$ cat config.mk
export PLATFORM = sky130hd
export DESIGN_NAME = debounce_multi
export DESIGN_NICKNAME = d
export VERILOG_FILES = /design/src/rtl/debounce_multi_pkg.sv /design/src/rtl/debounce_multi_ch.sv /design/src/rtl/debounce_multi.sv
export SDC_FILE = /design/constraint.sdc
export NUM_CORES = 1
export LEC_CHECK = 0
export CAP_MARGIN = 20
export CORE_MARGIN = 2
export CORE_UTILIZATION = 59
export CTS_CLUSTER_SIZE = 28
export DETAILED_ROUTE_END_ITERATION = 8
export PLACE_DENSITY = 0.83
export SYNTH_ARGS = -nofsm -noshare
export SYNTH_HDL_FRONTEND = slang
export SYNTH_HIERARCHICAL = 1
export SYNTH_SLANG_ARGS = --single-unit
$ cat constraint.sdc
create_clock -name clk -period 5.26 [get_ports clk]
set_input_delay 0.789 -clock clk [delete_from_list [all_inputs] [get_ports clk]]
set_output_delay 0.789 -clock clk [all_outputs]
set_load 0.1 [all_outputs]
$ cat src/rtl/debounce_multi_pkg.sv
// Shared helpers for the multi-channel button debouncer.
package debounce_multi_pkg;

  // Counter width for values 0..n-1, never narrower than one bit.
  function automatic int unsigned clog2_min1(input int unsigned n);
    return (n <= 1) ? 1 : $clog2(n);
  endfunction

endpackage

$ cat src/rtl/debounce_multi_ch.sv
// One button channel: 2-flop sync, tick-sampled stability filter,
// debounced level, press/release pulses and optional one-shot hold pulse.
module debounce_ch
  import debounce_multi_pkg::*;
#(
  parameter int unsigned STABLE     = 3,
  parameter int unsigned HOLD_TICKS = 4,
  parameter int unsigned ACTIVE_LOW = 1
) (
  input  logic clk,
  input  logic rst,
  input  logic i_tick,
  input  logic i_btn,
  output logic o_level,
  output logic o_press,
  output logic o_release,
  output logic o_hold
);

  localparam int unsigned SW   = clog2_min1(STABLE + 1);
  localparam logic        IDLE = (ACTIVE_LOW != 0);

  logic          r_sync1;
  logic          r_sync2;
  logic [SW-1:0] r_stab;
  logic          r_level;
  logic          r_press;
  logic          r_release;
  logic          w_samp;

  assign w_samp = r_sync2 ^ IDLE;

  always_ff @(posedge clk or posedge rst) begin
    if (rst) begin
      r_sync1   <= IDLE;
      r_sync2   <= IDLE;
      r_stab    <= '0;
      r_level   <= 1'b0;
      r_press   <= 1'b0;
      r_release <= 1'b0;
    end else begin
      r_sync1   <= i_btn;
      r_sync2   <= r_sync1;
      r_press   <= 1'b0;
      r_release <= 1'b0;
      if (i_tick) begin
        if (w_samp == r_level) begin
          r_stab <= '0;
        end else if (r_stab == SW'(STABLE - 1)) begin
          // Pulses are issued alongside the level flip so they coincide
          // with the first cycle of the new level.
          r_level   <= w_samp;
          r_stab    <= '0;
          r_press   <= w_samp;
          r_release <= ~w_samp;
        end else begin
          r_stab <= r_stab + 1'b1;
        end
      end
    end
  end

  assign o_level   = r_level;
  assign o_press   = r_press;
  assign o_release = r_release;

  generate
    if (HOLD_TICKS > 0) begin : g_hold
      localparam int unsigned HW = clog2_min1(HOLD_TICKS + 1);

      logic [HW-1:0] r_hold_cnt;
      logic          r_hold;

      always_ff @(posedge clk or posedge rst) begin
        if (rst) begin
          r_hold_cnt <= '0;
          r_hold     <= 1'b0;
        end else begin
          r_hold <= 1'b0;
          if (!r_level) begin
            r_hold_cnt <= '0;
          end else if (i_tick && (r_hold_cnt != HW'(HOLD_TICKS))) begin
            r_hold_cnt <= r_hold_cnt + 1'b1;
            r_hold     <= (r_hold_cnt == HW'(HOLD_TICKS - 1));
          end
        end
      end

      assign o_hold = r_hold;
    end else begin : g_no_hold
      assign o_hold = 1'b0;
    end
  endgenerate

endmodule

$ cat src/rtl/debounce_multi.sv
// Multi-channel push-button conditioner: shared sample-tick divider
// fanned out to CH independent debounce channels.
module debounce_multi
  import debounce_multi_pkg::*;
#(
  parameter int unsigned CH         = 4,
  parameter int unsigned DIV        = 6,
  parameter int unsigned STABLE     = 3,
  parameter int unsigned HOLD_TICKS = 4,
  parameter int unsigned ACTIVE_LOW = 1
) (
  input  logic          clk,
  input  logic          rst,
  input  logic [CH-1:0] btn,
  output logic [CH-1:0] level,
  output logic [CH-1:0] press_pulse,
  output logic [CH-1:0] release_pulse,
  output logic [CH-1:0] hold_pulse,
  output logic          tick
);

  localparam int unsigned DW = clog2_min1(DIV);

  logic [DW-1:0] r_cnt;
  logic          w_tick;

  assign w_tick = (r_cnt == DW'(DIV - 1));

  always_ff @(posedge clk or posedge rst) begin
    if (rst) begin
      r_cnt <= '0;
    end else if (w_tick) begin
      r_cnt <= '0;
    end else begin
      r_cnt <= r_cnt + 1'b1;
    end
  end

  assign tick = w_tick;

  generate
    for (genvar g = 0; g < CH; g++) begin : g_ch
      debounce_ch #(
        .STABLE    (STABLE),
        .HOLD_TICKS(HOLD_TICKS),
        .ACTIVE_LOW(ACTIVE_LOW)
      ) u_ch (
        .clk      (clk),
        .rst      (rst),
        .i_tick   (w_tick),
        .i_btn    (btn[g]),
        .o_level  (level[g]),
        .o_press  (press_pulse[g]),
        .o_release(release_pulse[g]),
        .o_hold   (hold_pulse[g])
      );
    end
  endgenerate

endmodule

Word level (Yosys, flattened, before mapping)
Cells that the tools add are included.

storage, ports and cells
  register bits = 47
  bits of input ports = 6
  output and inout bits = 17
  word-level logic and storage cells = 128

cells by class
  add/sub/neg operators = 9
  equality and inequality tests = 21
  multiplexer cells = 49
  bitwise logic cells = 8
  reduce and logical (&&, ||, !) cells = 8

operators by type and width
  cell                 count
  $mux 1               32
  $mux 3               9
  $mux 2               8
  $add 3x1->3 const B  5
  $eq 3x2->1 const B   4
  $ne 3x3->1 const B   4
  $reduce_and 3->1     4
  $add 2x1->2 const B  4
  $eq 2x2->1 const B   4
  $ne 2x2->1 const B   4
  $not 1->1            8
  $eq 1x1->1           4
  $logic_and 1x1->1    4
  $eq 3x3->1 const B   1

Longest topological paths before layout
  depth in word-level cells = 4
  depth in mapped cells = 5
  gate-level depth less buffers = 5

Cells and area by module
The synthesis kept the hierarchy.

modules (own cells, without submodules)
  module          times used  cells an instance  area each (µm²)
  debounce_ch     4           41                 479.2
  debounce_multi  1           12                 125.1

Worst setup path after synthesis
Ideal clock, no wire load.

  kind = reg2reg
  start = register r_cnt[1]
  end = register g_ch[0].u_ch.r_stab[0]
  data arrival time = 3.093 ns
  data required time = 5.163 ns
  setup slack = 2.070 ns
  stages on the path, launching flop included = 6
  buffers on the path = 0
  path through = dfrtp_1 nand2b_1 nor2_1 inv_1 or3_1 mux2i_1

between the ends
  cells in the longest elaborated chain, start to end = 1

ends and longest elaborated chain
  element                   line                     text
  start: declaration        debounce_multi.sv:24     logic [DW-1:0] r_cnt;
  start signal: assignment  debounce_multi.sv:35     r_cnt <= r_cnt + 1'b1;
  $eq 3x3->1                debounce_multi.sv:27     assign w_tick = (r_cnt == DW'(DIV - 1));
  named net tick            debounce_multi.sv:19     output logic tick
  end signal: assignment    debounce_multi_ch.sv:57  r_stab <= r_stab + 1'b1;
  end: declaration          debounce_multi_ch.sv:25  logic [SW-1:0] r_stab;

The timed path passes the listed nets, and every way through them passes these cells.
A chain may end at the register's enable or synchronous reset.

Final worst setup path
  start = register r_cnt[1]
  end = output tick

between the ends
  cells in the longest elaborated chain, start to end = 1

ends and longest elaborated chain
  element           line
  $eq 3x3->1        debounce_multi.sv:27
  end: declaration  debounce_multi.sv:19

No other way between the ends.

==> flow_metrics.py <==
metrics = {
    "sta": {
        "worst_slew_pin_slew_ns": 0.984,
        "skew_ns": 0.0148,
        "maxClockFrequency_ghz": 0.330,
        "finalHoldViolations": 0,
        "fin_tns_setup_ns": 0,
        "fin_crit_sh_pct": 57.7,
        "maxSlewHeadroom_pct": 34.2,
        "setup_violations": 0,
        "slew_viol_final": 0,
        "setup_ws_ns": 2.23,
        "rsz0062_at_grt": "no",
        "period_needed_ns": 3.03,
    },
    "synth": {
        "yosysTopAreaCell": "dfrtp_1",
        "netlist_area_sq_mm": 0.00204,
        "ys_seq_elements": 47,
        "ys_types": 23,
        "syn_nets": 194,
        "synth_area_per_cell_sq_um": 11.6,
        "synthDominantCellAreaShare_pct": 47.8,
        "ys_seq_area_share_pct": 58.1,
        "yosys_warnings": 6,
        "synth_area_leaders": "dfrtp_1 (48%), dfstp_2 (10%), ha_1 (7.4%), inv_1 (5.0%), o21ai_0 (3.2%)",
        "syn_inst": 176,
    },
    "grt": {
        "grt_pass1_wl_microns": 5390,
        "grt_max_degree": 21,
        "grt_overflow": 0,
        "first_global_vias": 1260,
        "grt_antenna_before_repair": 0,
        "grtUsageTotal_pct": 17.9,
    },
    "placed_design": {
        "detailed_place_hpwl_microns": 2290,
        "post_dp_cell_area_sq_mm": 0.00228,
        "gp_congestion": 0.764,
        "dpl_worst_slack_ns": 2.63,
        "port_buffers": 22,
    },
    "worst_setup_path": {
        "worstPathArrival_ns": 2.24,
        "cp_max_fo": 3,
        "critical_path.startpoint_type": "flop",
        "cp.required_ns": 4.47,
        "crit_path_end_kind": "output pin",
        "crit_type": "flop to output pin",
    },
    "layout": {
        "final_util_pct": 71.0,
        "regArea_sq_mm": 0.00119,
        "drive_gt1_share_pct": 14.8,
        "fillCellCount": 258,
        "synthToLayoutAreaGrowth_pct": 16.0,
        "diodes": 0,
        "nNetsFinal": 220,
        "multi_input_area_sq_um": 709,
        "fin_area_sq_mm": 0.00237,
    },
    "clocking": {
        "htree_levels": 2,
        "postCtsHoldBufs": 0,
        "clockBufferDepth": 2,
        "root_buffer": "clkbuf_4",
        "cts_made_buffers": 5,
        "clock-sinks": 47,
        "post-cts-setup-buffers": 0,
        "path_clk_slew_ns": 0.14,
        "cts-resized-gates": 0,
        "cts_tree": "yes",
        "clk_latency_ns": 0.36,
    },
    "routing": {
        "drtPass1Iterations": 4,
        "postRouteAntennaNets": 0,
        "drcViolationCount": 0,
        "finalWirelength_microns": 3080,
        "viasPerCell": 5.10,
        "drt-initial-drc-count": 43,
        "avgRoutedWirePerCell_microns": 12.3,
        "vias": 1269,
    },
    "power": {
        "ir_drop_uv": 253,
        "power_frac_seq_pct": 55.2,
        "combPwrFrac_pct": 15.2,
        "switchingPower_mw": 0.213,
        "power.share.switching_pct": 28.4,
        "power_density_mw_per_mm2": 317,
        "clkPwrFrac_pct": 29.6,
        "p_int_mw": 0.538,
        "power.total_mw": 0.751,
        "p_leak_nw": 1.08,
    },
    "die": {
        "std_cell_rows": 21,
        "die_h_microns": 62.8,
        "dieArea_sq_mm": 0.00395,
        "io_pins": 23,
        "initial_utilization_pct": 61.2,
        "coreArea_sq_mm": 0.00334,
        "dieWidth_microns": 62.8,
    },
    "run_status": {
        "status": "complete, no violations",
    },
    "run": {
        "cap_violations": 0,
    },
    "hold_path": {
        "min_path_type": "flop to flop",
    },
}
## metal layers
metal  vias up  routed length, microns  track usage (%)
met2        26                    1630             32.0
met4         0                      40             6.67
met1       618                    1290             19.7
met5         -                       0                0
met3         3                     115             5.95
li1        622                       -                -
## power groups by stage
stage	combinational [mW]	sequential (mW)	clock (mW)
detailed placement	0.115	0.422	0
CTS	0.115	0.415	0.229
global placement	0.112	0.419	0
finish	0.114	0.415	0.222
floorplan	0.0652	0.454	0
global route	0.123	0.420	0.248
## layout make-up
| cell class | count | share of cell area, % |
|---|---|---|
| inverters | 27 | 4.28 |
| repair buffers | 23 | 9.61 |
| multi-input cells | 98 | 30.0 |
| flip-flops and latches | 47 | 50.1 |
| clock inverters | 2 | 1.48 |
| well taps | 46 | 2.43 |
| clock buffers | 6 | 2.17 |
## flip-flops by register name, summed over array words and instances (netlist names)
signal and flops:
g_ch.u_ch/g_hold.r_hold_cnt 12, g_ch.u_ch/r_stab 8, g_ch.u_ch/o_hold 4, g_ch.u_ch/o_level 4
g_ch.u_ch/o_press 4, g_ch.u_ch/o_release 4, g_ch.u_ch/r_sync1 4, g_ch.u_ch/r_sync2 4
r_cnt 3
## critical path: stages, from the launching register on
cell and delay, ns:
dfrtp_1 0.41, nand2b_1 0.17, nor2_1 0.14, clkdlybuf4s50_1 1.15
## stage by stage
step / std cells / hold WS [ns]
after floorplan: 176 / 0.345
after global placement: 241 / 0.347
after detailed placement: 241 / 0.348
after CTS: 249 / 0.367
after global routing: 249 / 0.370
final: 249 / 0.367
## layout by cell type, fill, tap and decap left out, drive strengths merged, types with 4 or more instances in the layout
cell type / synthesis / routed
dfrtp: 39 / 39
inv: 27 / 27
clkdlybuf4s50: 0 / 22
o21ai: 14 / 14
nand2: 12 / 12
ha: 12 / 12
dfstp: 8 / 8
a21boi: 8 / 8
clkbuf: 0 / 6
nand2b: 5 / 5
nor2: 5 / 5
nand3b: 5 / 5
nand3: 4 / 4
xor2: 4 / 4
or3: 4 / 4
mux2i: 4 / 4
xnor2: 4 / 4
and2: 4 / 4
and3: 4 / 4
nor3: 4 / 4
o2bb2ai: 4 / 4
## kinds of logic (layout without fill, tap and decap cells)
| group | after synthesis | in the layout | share of synthesized area (%) |
|---|---|---|---|
| AOI/OAI and AO/OA | 26 | 26 | 9.01 |
| and+or+nand+nor | 48 | 48 | 13.0 |
| adders and majority gates | 12 | 12 | 7.35 |
| muxes | 4 | 4 | 1.96 |
| xor gates and xnor gates | 8 | 8 | 3.43 |
| buffers and inverters | 31 | 58 | 7.17 |
| DFF | 47 | 47 | 58.1 |
## Yosys cell counts, drive strengths merged
cell type and instances:
dfrtp 39, inv 27, o21ai 14, ha 12, nand2 12, a21boi 8
dfstp 8, nand2b 5, nand3b 5, nor2 5, and2 4, and3 4
buf 4, mux2i 4, nand3 4, nor3 4, o2bb2ai 4, or3 4
xnor2 4, xor2 4, or2b 1
## worst paths after layout
check                                               startpoint                            endpoint  slack (ns)  depth (start not counted)
worst min-delay path            g_ch[0].u_ch/r_sync1$_DFF_PP1_      g_ch[0].u_ch/r_sync2$_DFF_PP1_        0.37                          0
min in group asynchronous                                  rst                  r_cnt[1]$_DFF_PP0_        0.76                          2
worst min register to register  g_ch[0].u_ch/r_sync1$_DFF_PP1_      g_ch[0].u_ch/r_sync2$_DFF_PP1_        0.37                          0
worst max-delay path                        r_cnt[1]$_DFF_PP0_                                tick        2.23                          3
worst max register to register              r_cnt[1]$_DFF_PP0_  g_ch[1].u_ch/r_stab[1]$_DFFE_PP0P_        3.55                          6
max in group asynchronous                                  rst      g_ch[3].u_ch/r_sync2$_DFF_PP1_        4.05                          2
Note: power is estimated with default switching activity, not from simulation.
